==> src/rtl/spi_register_controller_pkg.sv <==
// spi_register_controller_pkg: shared FSM encodings and default field widths for the SPI register controller
package spi_register_controller_pkg;
  localparam logic [0:0] IDLE = 1'b0;
  localparam logic [0:0] ACCESS = 1'b1;
  localparam int DEF_ADDR_WIDTH = 7;
  localparam int DEF_DATA_WIDTH = 24;
  localparam int DEF_TIMEOUT_CYCLES = 255;
endpackage

==> src/rtl/spi_register_controller.sv <==
// spi_register_controller: decodes completed SPI frames into handshaked register bus accesses and publishes the result word
// Ports: system_clk/reset (async, active-high); spi_value_mosi/spi_value_valid/spi_cs_stop from the SPI slave;
// spi_value_miso response word to the slave; bus_req/bus_we/bus_addr/bus_wdata/bus_ack/bus_rdata register bus;
// busy (in ACCESS), overrun (command dropped while busy), timeout (access abandoned).
module spi_register_controller
  import spi_register_controller_pkg::*;
#(
  parameter int ADDR_WIDTH = DEF_ADDR_WIDTH,
  parameter int DATA_WIDTH = DEF_DATA_WIDTH,
  parameter int WIDTH = 1 + ADDR_WIDTH + DATA_WIDTH,
  parameter int TIMEOUT_CYCLES = DEF_TIMEOUT_CYCLES
) (
  input  logic                  system_clk,
  input  logic                  reset,
  input  logic [WIDTH-1:0]      spi_value_mosi,
  input  logic                  spi_value_valid,
  input  logic                  spi_cs_stop,
  output logic [WIDTH-1:0]      spi_value_miso,
  output logic                  bus_req,
  output logic                  bus_we,
  output logic [ADDR_WIDTH-1:0] bus_addr,
  output logic [DATA_WIDTH-1:0] bus_wdata,
  input  logic                  bus_ack,
  input  logic [DATA_WIDTH-1:0] bus_rdata,
  output logic                  busy,
  output logic                  overrun,
  output logic                  timeout
);
  localparam int WE_BIT = WIDTH - 1;
  localparam int ADDR_LSB = DATA_WIDTH;
  localparam int CW = $clog2(TIMEOUT_CYCLES + 1);
  localparam logic [CW-1:0] CNT_MAX = CW'(TIMEOUT_CYCLES);
  logic [0:0] state_q, state_d;
  logic we_q, we_d;
  logic [ADDR_WIDTH-1:0] addr_q, addr_d;
  logic [DATA_WIDTH-1:0] wdata_q, wdata_d;
  logic [WIDTH-1:0] resp_q, resp_d;
  logic [CW-1:0] cnt_q, cnt_d, cnt_inc;
  logic timeout_q, timeout_d;
  logic accept, in_access;
  assign accept = spi_cs_stop && spi_value_valid;
  assign in_access = state_q == ACCESS;
  // Saturating increment; the access expires on the cycle this reaches the limit.
  assign cnt_inc = cnt_q == CNT_MAX ? cnt_q : cnt_q + CW'(1);
  always_comb begin
    state_d = state_q;
    we_d = we_q;
    addr_d = addr_q;
    wdata_d = wdata_q;
    resp_d = resp_q;
    cnt_d = cnt_q;
    timeout_d = 1'b0;
    if (!in_access) begin
      if (accept) begin
        state_d = ACCESS;
        we_d = spi_value_mosi[WE_BIT];
        addr_d = spi_value_mosi[WE_BIT-1:ADDR_LSB];
        wdata_d = spi_value_mosi[DATA_WIDTH-1:0];
        cnt_d = '0;
      end
    end else begin
      cnt_d = cnt_inc;
      // Ack takes priority over an expiry landing in the same cycle.
      if (bus_ack) begin
        state_d = IDLE;
        resp_d = {1'b0, addr_q, we_q ? wdata_q : bus_rdata};
      end else if (cnt_inc == CNT_MAX) begin
        state_d = IDLE;
        resp_d = {1'b1, addr_q, {DATA_WIDTH{1'b0}}};
        timeout_d = 1'b1;
      end
    end
  end
  always_ff @(posedge system_clk or posedge reset)
    if (reset) begin
      state_q <= IDLE;
      we_q <= 1'b0;
      addr_q <= '0;
      wdata_q <= '0;
      resp_q <= '0;
      cnt_q <= '0;
      timeout_q <= 1'b0;
    end else begin
      state_q <= state_d;
      we_q <= we_d;
      addr_q <= addr_d;
      wdata_q <= wdata_d;
      resp_q <= resp_d;
      cnt_q <= cnt_d;
      timeout_q <= timeout_d;
    end
  assign bus_req = in_access;
  assign busy = in_access;
  assign bus_we = we_q;
  assign bus_addr = addr_q;
  assign bus_wdata = wdata_q;
  assign timeout = timeout_q;
  assign overrun = accept && in_access;
  // While an access is outstanding the slave shifts out a "not ready" marker instead of a stale result.
  assign spi_value_miso = in_access ? {1'b1, addr_q, {DATA_WIDTH{1'b1}}} : resp_q;
endmodule

==> config.mk <==
export PLATFORM = sky130hd
export DESIGN_NAME = spi_register_controller
export DESIGN_NICKNAME = d
export VERILOG_FILES = /design/src/rtl/spi_register_controller_pkg.sv /design/src/rtl/spi_register_controller.sv
export SDC_FILE = /design/constraint.sdc
export NUM_CORES = 1
export LEC_CHECK = 0
export BUFFER_PORTS_ARGS = -buffer_cell sky130_fd_sc_hd__buf_2
export CAP_MARGIN = 15
export CELL_PAD_IN_SITES_DETAIL_PLACEMENT = 2
export CELL_PAD_IN_SITES_GLOBAL_PLACEMENT = 2
export CORE_AREA = 2 2 114 116
export CTS_CLUSTER_SIZE = 40
export DETAILED_ROUTE_END_ITERATION = 7
export DIE_AREA = 0 0 116 118
export PLACE_DENSITY = 0.88
export SETUP_SLACK_MARGIN = 0.5
export SYNTH_ARGS = -nofsm -noshare
export SYNTH_HDL_FRONTEND = slang
export SYNTH_SLANG_ARGS = --single-unit
==> constraint.sdc <==
create_clock -name system_clk -period 4.5 [get_ports system_clk]
set_clock_uncertainty 0.05 [all_clocks]
set_input_delay 0.675 -clock system_clk [delete_from_list [all_inputs] [get_ports system_clk]]
set_output_delay 0.675 -clock system_clk [all_outputs]
set_load 0.02 [all_outputs]
==> impl_metrics.toml <==
[outcome]
outcome = "completed"

[clock_tree]
clkSinkCount = 74
cts-buffers-inserted = 9
root_buffer = "clkbuf_16"
cts_tree = "built"
clockBufferDepth = 2
htreeDepth = 3
cts_setup_buffers = 0
cts-resized-gates = 0
hold_buffers = 0
clkLatencyLatePin_ns = 0.34
clkTransAtPathRegs_ns = 0.06

[detailed_routing]
routed_wl_um = 12900
wl_per_cell_um = 17.3
drtAntennaViolNets = 0
drt_pass1_iterations = 4
via_per_inst = 4.96
vias = 3708
drc_errors = 0
drt_iter0_markers = 110

[global_routing]
overflow = 0
grt_use_total_pct = 19.8
grt_max_degree = 59
antenna_found_initial = 0
first_global_vias = 4201
grt_pass1_wl_um = 21600

[sta]
min_period_over_period_pct = 65.0
period_needed_ns = 2.93
hold_violations = 0
rsz0062_at_grt = "false"
worst_pin_slew_ns = 0.956
max_freq_mhz = 342
setup_viol = 0
timing.final.ws_setup_ns = 1.57
slew_violations = 0
relSlewSlack_pct = 36.1
setup_tns_ns = 0

[cells_and_area]
fin_area_um2 = 4860
drive_gt1_share_pct = 31.5
multi_input_comb_area_um2 = 1790
ff_latch_area_um2 = 1850
fillCellCount = 1464
syn_to_final_growth_pct = 27.6
finalNetCount = 632
num_antenna_cells = 0

[power_and_ir_drop]
pwr-share-seq_pct = 39.2
intPower_mw = 1.51
power_per_cell_area_nw_per_um2 = 485
power_mw = 2.36
p_sw_mw = 0.852
power.share.clock_pct = 31.1
power_leakage_nw = 2.38
switching_share_pct = 36.1
max-vdd-ir-drop_mv = 0.165
p_comb_share_pct = 29.7

[synth]
syn_nets = 519
yosys.area.top_type = "dfrtp_1"
synth_area_leaders = "dfrtp_1 49%, nand2_1 13%, mux2i_1 6.6%, o21ai_0 4.7%, or2_2 4.1%"
syn_area_um2 = 3810
seq_area_frac_synth_pct = 48.6
synth_seq_cells = 74
synth_top_area_share_pct = 48.6
yosysMostFrequentCell = "nand2_1"
ys_warn_count = 0
synthTopCellsByCount = "134 x nand2_1, 74 x dfrtp_1, 36 x o21ai_0"
synth_ff_type = "dfrtp_1"
async_flop_share_pct = 100
avgSynthCellArea_um2 = 8.33
synth-edff-count = 0
syn-instance-count = 457
ys_types = 34

[die]
ioPinCount = 129
start_util_pct = 30.7
die_area_um2 = 13700
dieHeight_um = 118
die_w_um = 116
coreArea_um2 = 12400
rows = 41

[placed_design]
place_ws_ns = 1.53
dp_hpwl_um = 8920
numPortBuffers = 128
dpl_cell_area_um2 = 4560
gp_congestion = 0.746

[worst_setup_path]
required_ns = 4.62
cp_max_fo = 25
startpoint_type = "flop"
max_stage_delay_ns = 0.86
crit_path_top_delay_cell = "nor2_2"
worstPathCellList = "ha_1 > nand3_2 > o32ai_2 > o2111ai_2 > nor2_2 > o21ai_0"
setup.worst_path.end_class = "flop"
path_class = "flop to flop"
crit_arrival_ns = 3.05
worst-path-buf-inv = 0
crit_family = "simple AND/OR/NAND/NOR gates"

[worst_hold_path]
min_path_type = "input port to asynchronous set/reset pin"

[run]
drv_cap = 0
-- cells by family (layout without fill, tap and decap cells) --
| family | Yosys count | count (layout) | synth area share (%) |
|---|---|---|---|
| and+or+nand+nor | 227 | 227 | 26.0 |
| AOI/OAI and AO/OA | 88 | 88 | 13.2 |
| DFF | 74 | 74 | 48.6 |
| buffers and inverters | 40 | 158 | 4.73 |
| muxes | 26 | 26 | 6.93 |
| adders and majority gates | 1 | 1 | 0.328 |
| xor gates and xnor gates | 1 | 1 | 0.230 |
-- stage by stage --
step           hold WS (ns)  instances  util, %
3_5_place_dp          0.420        731     36.8
3_3_place_gp          0.408        731     36.8
2_1_floorplan         0.391        457        -
6_report              0.410        747     39.2
5_1_grt               0.474        747     39.2
4_1_cts               0.434        747     39.2
-- worst paths after layout --
check | start | end | slack, ns | depth (start not counted)
worst max-delay path | cnt_q[0]$_DFFE_PP0P_ | resp_q[10]$_DFFE_PP0P_ | 1.57 | 6
worst min register to register | resp_q[31]$_DFFE_PP0P_ | resp_q[31]$_DFFE_PP0P_ | 0.43 | 1
worst max register to register | cnt_q[0]$_DFFE_PP0P_ | resp_q[10]$_DFFE_PP0P_ | 1.57 | 6
worst min-delay path | reset | resp_q[16]$_DFFE_PP0P_ | 0.41 | 2
max in group asynchronous | reset | bus_req$_DFF_PP0_ | 3.06 | 3
min in group system_clk | resp_q[31]$_DFFE_PP0P_ | resp_q[31]$_DFFE_PP0P_ | 0.43 | 1
-- final cells by class --
class	count	share of cell area, %
multi-input combinational	343	36.8
inverter	10	0.798
timing repair buffer	132	13.8
clock buffer	11	4.99
sequential	74	38.1
tap	172	4.43
clock inverter	5	1.11
-- sequential cells by signal, summed over array words and instances (netlist names) --
| signal | flops |
|---|---|
| bus_addr | 7 |
| bus_wdata | 24 |
| resp_q | 32 |
| bus_req | 1 |
| cnt_q | 8 |
| bus_we | 1 |
| timeout | 1 |
-- per-layer routing --
metal	wire, um	global-route usage [%]	vias to the layer above
met5	0	0	-
met1	5710	25.0	1873
li1	-	-	1755
met2	6660	34.5	70
met3	422	3.40	10
met4	155	5.95	0
-- power by group through the flow --
| stage | logic, mW | clock network, mW | registers [mW] |
|---|---|---|---|
| 2_1_floorplan | 0.410 | 0 | 0.958 |
| 3_3_place_gp | 0.678 | 0 | 0.919 |
| 3_5_place_dp | 0.713 | 0 | 0.935 |
| 4_1_cts | 0.717 | 0.751 | 0.925 |
| 5_1_grt | 0.778 | 0.784 | 0.947 |
| 6_report | 0.700 | 0.733 | 0.924 |
-- layout by cell type, fill, tap and decap left out, types with 2 or more instances in the layout --
cell | Yosys | final
nor2_1 | 30 | 28
nand2_1 | 134 | 134
buf_4 | 1 | 4
buf_2 | 3 | 128
a31oi_1 | 8 | 8
a311oi_1 | 3 | 3
or3_1 | 8 | 8
a21oi_1 | 28 | 28
o22ai_1 | 7 | 7
or2_2 | 25 | 25
nand3_1 | 20 | 20
a211oi_1 | 3 | 3
dfrtp_1 | 74 | 73
mux2i_1 | 25 | 25
inv_1 | 8 | 7
clkbuf_16 | 0 | 9
clkinv_2 | 0 | 4
o21ai_0 | 36 | 36
nor3_1 | 3 | 3
and4_1 | 2 | 2
(Power assumes the default switching activity.)
